File: config.mk
export PLATFORM = sky130hd
export DESIGN_NAME = hourglass_timer
export DESIGN_NICKNAME = d
export VERILOG_FILES = /design/src/rtl/hourglass_timer_pkg.sv /design/src/rtl/hg_prescaler.sv /design/src/rtl/hourglass_timer.sv
export SDC_FILE = /design/constraint.sdc
export NUM_CORES = 1
export LEC_CHECK = 0
export CORE_ASPECT_RATIO = 0.7
export CORE_MARGIN = 4
export CORE_UTILIZATION = 37
export DETAILED_ROUTE_END_ITERATION = 6
export SLEW_MARGIN = 15
export SYNTH_ARGS = -nofsm -noshare
export SYNTH_HDL_FRONTEND = slang
export SYNTH_HIERARCHICAL = 1
export SYNTH_SLANG_ARGS = --single-unit
File: constraint.sdc
create_clock -name clk -period 2.6 [get_ports clk]
set_input_delay 0.52 -clock clk [delete_from_list [all_inputs] [get_ports clk]]
set_output_delay 0.52 -clock clk [all_outputs]
set_load 0.02 [all_outputs]
File: src/rtl/hourglass_timer_pkg.sv
// Shared types and defaults for the hourglass countdown controller.
// The state enum is common to the top-level FSM and any debug/observation logic.
package hourglass_timer_pkg;

  typedef enum logic [1:0] {
    IDLE  = 2'd0,
    RUN   = 2'd1,
    PAUSE = 2'd2,
    DONE  = 2'd3
  } state_e;

  localparam int unsigned CLK_DIV_DEFAULT = 50000000;
  localparam int unsigned DUR_W_DEFAULT   = 8;

endpackage

File: src/rtl/hg_prescaler.sv
// Divides the system clock into a one-cycle tick every CLK_DIV cycles (CLK_DIV >= 2).
// wrap flags the terminal-count cycle so the owner can act on the same edge the tick is launched.
module hg_prescaler
  import hourglass_timer_pkg::*;
#(
  parameter int unsigned CLK_DIV = CLK_DIV_DEFAULT
) (
  input  logic clk,
  input  logic rst_n,
  input  logic hold,
  input  logic sync_clr,
  output logic tick,
  output logic wrap
);

  localparam int unsigned CW = (CLK_DIV > 1) ? $clog2(CLK_DIV) : 1;
  localparam logic [CW-1:0] LAST = CW'(CLK_DIV - 1);

  logic [CW-1:0] count_q, count_d;
  logic          tick_q;

  assign wrap = !sync_clr && !hold && (count_q == LAST);
  assign tick = tick_q;

  always_comb begin
    count_d = count_q;
    if (sync_clr) begin
      count_d = '0;
    end else if (!hold) begin
      count_d = wrap ? '0 : count_q + 1'b1;
    end
  end

  always_ff @(posedge clk or negedge rst_n) begin
    if (!rst_n) begin
      count_q <= '0;
      tick_q  <= 1'b0;
    end else begin
      count_q <= count_d;
      tick_q  <= wrap;
    end
  end

endmodule

File: src/rtl/hourglass_timer.sv
// Hourglass countdown controller: loads a duration, counts it down once per second,
// and holds the melody stage in reset (alarm_rst) until the sand runs out.
module hourglass_timer
  import hourglass_timer_pkg::*;
#(
  parameter int unsigned CLK_DIV = CLK_DIV_DEFAULT,
  parameter int unsigned DUR_W   = DUR_W_DEFAULT
) (
  input  logic             clk,
  input  logic             rst_n,
  input  logic             start,
  input  logic             pause,
  input  logic             clear,
  input  logic [DUR_W-1:0] duration,
  output logic             sec_tick,
  output logic [DUR_W-1:0] remaining,
  output logic             running,
  output logic             expired,
  output logic             alarm_rst
);

  state_e           state_q, state_d;
  logic [DUR_W-1:0] remaining_q, remaining_d;
  logic             running_q, expired_q, alarm_rst_q;
  logic             presHold, presClr, presWrap, tickDec;

  // The prescaler only freezes while pause is actually high, so a pause of N cycles
  // delays expiry by exactly N cycles, including the release cycle out of PAUSE.
  assign presHold = pause && (state_q == RUN || state_q == PAUSE);
  assign presClr  = clear || start;
  assign tickDec  = presWrap && (state_q == RUN || state_q == PAUSE);

  hg_prescaler #(
    .CLK_DIV (CLK_DIV)
  ) u_prescaler (
    .clk      (clk),
    .rst_n    (rst_n),
    .hold     (presHold),
    .sync_clr (presClr),
    .tick     (sec_tick),
    .wrap     (presWrap)
  );

  always_comb begin
    state_d     = state_q;
    remaining_d = remaining_q;
    if (clear) begin
      state_d     = IDLE;
      remaining_d = '0;
    end else if (start) begin
      remaining_d = duration;
      state_d     = (duration == '0) ? DONE : RUN;
    end else begin
      case (state_q)
        RUN:     if (pause) state_d = PAUSE;
        PAUSE:   if (!pause) state_d = RUN;
        DONE:    remaining_d = '0;
        default: ;
      endcase
      if (tickDec) begin
        if (remaining_q > DUR_W'(1)) begin
          remaining_d = remaining_q - 1'b1;
        end else begin
          remaining_d = '0;
          state_d     = DONE;
        end
      end
    end
  end

  // Outputs are decoded from the next state so they change on the same edge as the state.
  always_ff @(posedge clk or negedge rst_n) begin
    if (!rst_n) begin
      state_q     <= IDLE;
      remaining_q <= '0;
      running_q   <= 1'b0;
      expired_q   <= 1'b0;
      alarm_rst_q <= 1'b1;
    end else begin
      state_q     <= state_d;
      remaining_q <= remaining_d;
      running_q   <= (state_d == RUN);
      expired_q   <= (state_d == DONE);
      alarm_rst_q <= (state_d != DONE);
    end
  end

  assign remaining = remaining_q;
  assign running   = running_q;
  assign expired   = expired_q;
  assign alarm_rst = alarm_rst_q;

endmodule

==> impl_results.html <==
<table>
<tr><th>Metric</th><th>Value</th></tr>
<tr><th colspan="2">Run status</th></tr>
<tr><td>Result of the run</td><td>finished clean</td></tr>
<tr><th colspan="2">Synth</th></tr>
<tr><td>Top-count cell post-synth</td><td>dfrtp_1</td></tr>
<tr><td>Top cell types by occurrence after synthesis</td><td>dfrtp_1, nand2_1, nor2_1</td></tr>
<tr><td>Area fraction of the dominant cell type after synthesis</td><td>37.63%</td></tr>
<tr><td>Share of flip-flops with an asynchronous set or reset</td><td>100.0%</td></tr>
<tr><td>Cell area after technology mapping</td><td>0.002594 mm²</td></tr>
<tr><td>Yosys warning total</td><td>6</td></tr>
<tr><td>Synthesized netlist cell count</td><td>287</td></tr>
<tr><td>Cell types occupying the most area after synthesis</td><td>dfrtp_1, ha_1, a21oi_1</td></tr>
<tr><td>Avg Synthesized Cell Area</td><td>9.037 µm²</td></tr>
<tr><td>Biggest area consumer among synthesized cells</td><td>dfrtp_1</td></tr>
<tr><td>Net Count, Synth</td><td>307</td></tr>
<tr><td>Post-synth cell types</td><td>57</td></tr>
<tr><td>Register bit count reported by yosys</td><td>40</td></tr>
<tr><td>Number of enable-type register cells in the synthesized netlist</td><td>0</td></tr>
<tr><td>Predominant post-synthesis flop cell</td><td>dfrtp_1</td></tr>
<tr><td>Post-synthesis sequential area ratio</td><td>38.64%</td></tr>
<tr><th colspan="2">STA</th></tr>
<tr><td>RSZ-0062 raised after global routing</td><td>false</td></tr>
<tr><td>Count of final hold-check violations</td><td>0</td></tr>
<tr><td>Tightest Pin Transition</td><td>0.9179 ns</td></tr>
<tr><td>Setup violators final</td><td>0</td></tr>
<tr><td>Worst slew slack as a fraction of its limit</td><td>38.81%</td></tr>
<tr><td>Highest achievable clock rate</td><td>0.4144 GHz</td></tr>
<tr><td>Shortest period the worst path allows</td><td>2.413 ns</td></tr>
<tr><td>Total negative setup slack</td><td>0 ns</td></tr>
<tr><td>Worst Clk Skew</td><td>0.007094 ns</td></tr>
<tr><td>Worst-case hold slack</td><td>0.3646 ns</td></tr>
<tr><td>Number of slew-limit violations in the final report</td><td>0</td></tr>
<tr><td>Worst Setup Slack, final</td><td>0.1872 ns</td></tr>
<tr><td>Final period utilization</td><td>92.80%</td></tr>
<tr><th colspan="2">CTS</th></tr>
<tr><td>Clock-pin transition on the worst setup and hold timing paths</td><td>0.08 ns</td></tr>
<tr><td>Clock tree root driver cell</td><td>clkbuf_8</td></tr>
<tr><td>Cells resized by post-CTS repair</td><td>0</td></tr>
<tr><td>Number of buffers inserted during clock tree synthesis</td><td>5</td></tr>
<tr><td>Number of buffers on the longest clock path</td><td>2</td></tr>
<tr><td>Clock net sink count</td><td>40</td></tr>
<tr><td>TritonCTS clock tree</td><td>built</td></tr>
<tr><td>CTS Hold Buffers Added</td><td>0</td></tr>
<tr><td>Clock latency on the worst-skew pair</td><td>0.29 ns</td></tr>
<tr><td>Number of levels the H-tree was split into</td><td>2</td></tr>
<tr><td>Post-CTS Repair Setup Buffers</td><td>0</td></tr>
<tr><th colspan="2">Finish</th></tr>
<tr><td>Final #Nets</td><td>339</td></tr>
<tr><td>Antenna diodes</td><td>0</td></tr>
<tr><td>Share of post-route cells with drive strength above 1</td><td>15.05%</td></tr>
<tr><td>Number of cells in the finished layout apart from fillers</td><td>413</td></tr>
<tr><td>Core utilization of the finished layout</td><td>46.12%</td></tr>
<tr><td>Post-Layout Inst Area</td><td>0.003131 mm²</td></tr>
<tr><td>Filler Cell Count</td><td>678</td></tr>
<tr><td>P&amp;R area growth vs syn</td><td>20.69%</td></tr>
<tr><th colspan="2">Die</th></tr>
<tr><td>Floorplan core area</td><td>0.006788 mm²</td></tr>
<tr><td>Die Footprint</td><td>0.008435 mm²</td></tr>
<tr><td>Placement Rows</td><td>25</td></tr>
<tr><td>Die Y</td><td>78.05 µm</td></tr>
<tr><td>Die width</td><td>108.1 µm</td></tr>
<tr><td>Effective utilization at floorplan</td><td>38.21%</td></tr>
<tr><td>Boundary pin count</td><td>25</td></tr>
<tr><th colspan="2">Routing</th></tr>
<tr><td>Starting DRT DRC Count</td><td>123</td></tr>
<tr><td>Routed via count</td><td>2,368</td></tr>
<tr><td>Final WL</td><td>6.532 mm</td></tr>
<tr><td>Detailed-route DRC error count</td><td>0</td></tr>
<tr><td>Antenna viol nets, final</td><td>0</td></tr>
<tr><td>Number of vias per cell</td><td>5.734</td></tr>
<tr><td>Drt first pass iters</td><td>4</td></tr>
<tr><td>Routed length per placed instance</td><td>15.82 µm</td></tr>
<tr><th colspan="2">GRT</th></tr>
<tr><td>Number of global-route vias before repair</td><td>2,147</td></tr>
<tr><td>Maximum number of pins on one net before global-route repair</td><td>41</td></tr>
<tr><td>Total global routing track utilization</td><td>16.53%</td></tr>
<tr><td>GR Overflow Total</td><td>0</td></tr>
<tr><td>Number of antenna violations at the first check in global routing</td><td>0</td></tr>
<tr><td>Wire length of the first global-routing pass</td><td>11.26 mm</td></tr>
<tr><th colspan="2">Setup path</th></tr>
<tr><td>Critical path peak fanout</td><td>7</td></tr>
<tr><td>Capture instance of the worst register-to-register path</td><td>remaining[3]$_DFFE_PN0P_</td></tr>
<tr><td>Worst setup slack for register-to-register paths</td><td>0.19 ns</td></tr>
<tr><td>WP data required</td><td>2.79 ns</td></tr>
<tr><td>Crit path capture type</td><td>register</td></tr>
<tr><td>Beginning of the worst register-to-register path</td><td>u_prescaler/count_q[21]$_DFFE_PN0P_</td></tr>
<tr><td>Worst setup path category</td><td>reg -&gt; reg</td></tr>
<tr><td>Data arrival time of the critical path</td><td>2.61 ns</td></tr>
<tr><td>Launching element type of the critical path</td><td>register</td></tr>
<tr><td>Crit. Startpoint</td><td>u_prescaler/count_q[21]$_DFFE_PN0P_</td></tr>
<tr><td>Cell count of the worst reg-to-reg path</td><td>8</td></tr>
<tr><th colspan="2">Place</th></tr>
<tr><td>Area after detailed placement</td><td>0.003034 mm²</td></tr>
<tr><td>Worst setup timing slack at the placement stage</td><td>-0.02475 ns</td></tr>
<tr><td>Estimated wirelength of the detail-placed design</td><td>4.667 mm</td></tr>
<tr><td>IO Port Bufs</td><td>24</td></tr>
<tr><td>Placed cell count</td><td>406</td></tr>
<tr><td>GP Congestion</td><td>0.8575</td></tr>
<tr><th colspan="2">Power</th></tr>
<tr><td>P per Cell Area</td><td>417.3 mW/mm²</td></tr>
<tr><td>Reported leakage power</td><td>1.223 nW</td></tr>
<tr><td>Worst vdd ir</td><td>0.2283 mV</td></tr>
<tr><td>Total Power</td><td>1.306 mW</td></tr>
<tr><th colspan="2">Hold path</th></tr>
<tr><td>Hold WC Path Type</td><td>in -&gt; async</td></tr>
<tr><th colspan="2">Job</th></tr>
<tr><td>Max-cap check violation count</td><td>0</td></tr>
</table>
==> state kept, by name, summed over array words and instances, names as in the netlist <==
signal	cells
running	1
u_prescaler/count_q	26
expired	1
u_prescaler/tick	1
alarm_rst	1
state_q	2
remaining	8
==> where the power goes <==
group / switching (mW) / internal [mW]
clock: 0.211 / 0.237
sequential: 0.0183 / 0.635
combinational: 0.118 / 0.0868
total: 0.348 / 0.958
==> cell usage in the layout (no fill, tap or decap), types with 3 or more instances in the layout <==
cell type and n:
o21ai_0 15, ha_1 6, xor2_1 4, a21o_1 7, nor3_1 15, o31ai_1 4
inv_1 8, nor2b_1 5, nor4_4 3, nand3_1 16, nor2_1 19, nand4b_1 3
and3_1 3, or4_1 4, clkdlybuf4s50_1 23, or2_2 3, nand4_1 6, nand2_1 21
or3_1 4, nor4_1 7, a32o_1 5, a31oi_1 3, clkbuf_8 7, buf_4 17
dfrtp_1 39, a22oi_1 10, nand3b_1 3, a21oi_1 17
==> per-layer routing <==
layer / global-route usage [%] / routed length, µm / vias to the layer above
met4: 3.279 / 59 / 0
met5: 0 / 0 / -
met3: 3.122 / 291 / 8
li1: - / - / 1158
met2: 22.64 / 2738 / 44
met1: 26.63 / 3443 / 1158
==> worst max-delay path: stages, from the launching register on <==
cell and delay (ns):
dfrtp_1 0.42, nand3_1 0.21, nor4_4 0.40, nand2_4 0.09
nor3_2 0.14, or4b_4 0.50, a31o_4 0.25, o2bb2a_2 0.26
o31ai_1 0.06
==> worst max path at each step <==
stage                                     to  depth (start not counted)
CTS                 remaining[3]$_DFFE_PN0P_                          8
detailed placement  remaining[3]$_DFFE_PN0P_                          7
global route        remaining[3]$_DFFE_PN0P_                          8
finish              remaining[3]$_DFFE_PN0P_                          8
global placement    remaining[3]$_DFFE_PN0P_                          7
floorplan           remaining[3]$_DFFE_PN0P_                          9
==> final cells by class <==
class	count	area (µm²)	area share [%]
clock buffer	7	96.34	3.078
sequential	40	1002	32.01
timing repair buffer	41	362.8	11.59
inverter	8	30.03	0.9592
multi-input combinational	223	1521	48.60
tap	94	117.6	3.757
==> cell families after synthesis <==
family | count (synthesis) | synth area share (%)
AO/OA/AOI/OAI | 79 | 21.32
adder cells (fa/ha/maj) | 7 | 3.377
flip-flops | 40 | 38.64
XOR/XNOR | 6 | 2.026
AND/OR/NAND/NOR | 129 | 30.01
buffers and inverters | 24 | 3.811
multiplexers | 2 | 0.8201
(Power assumes the default switching activity.)
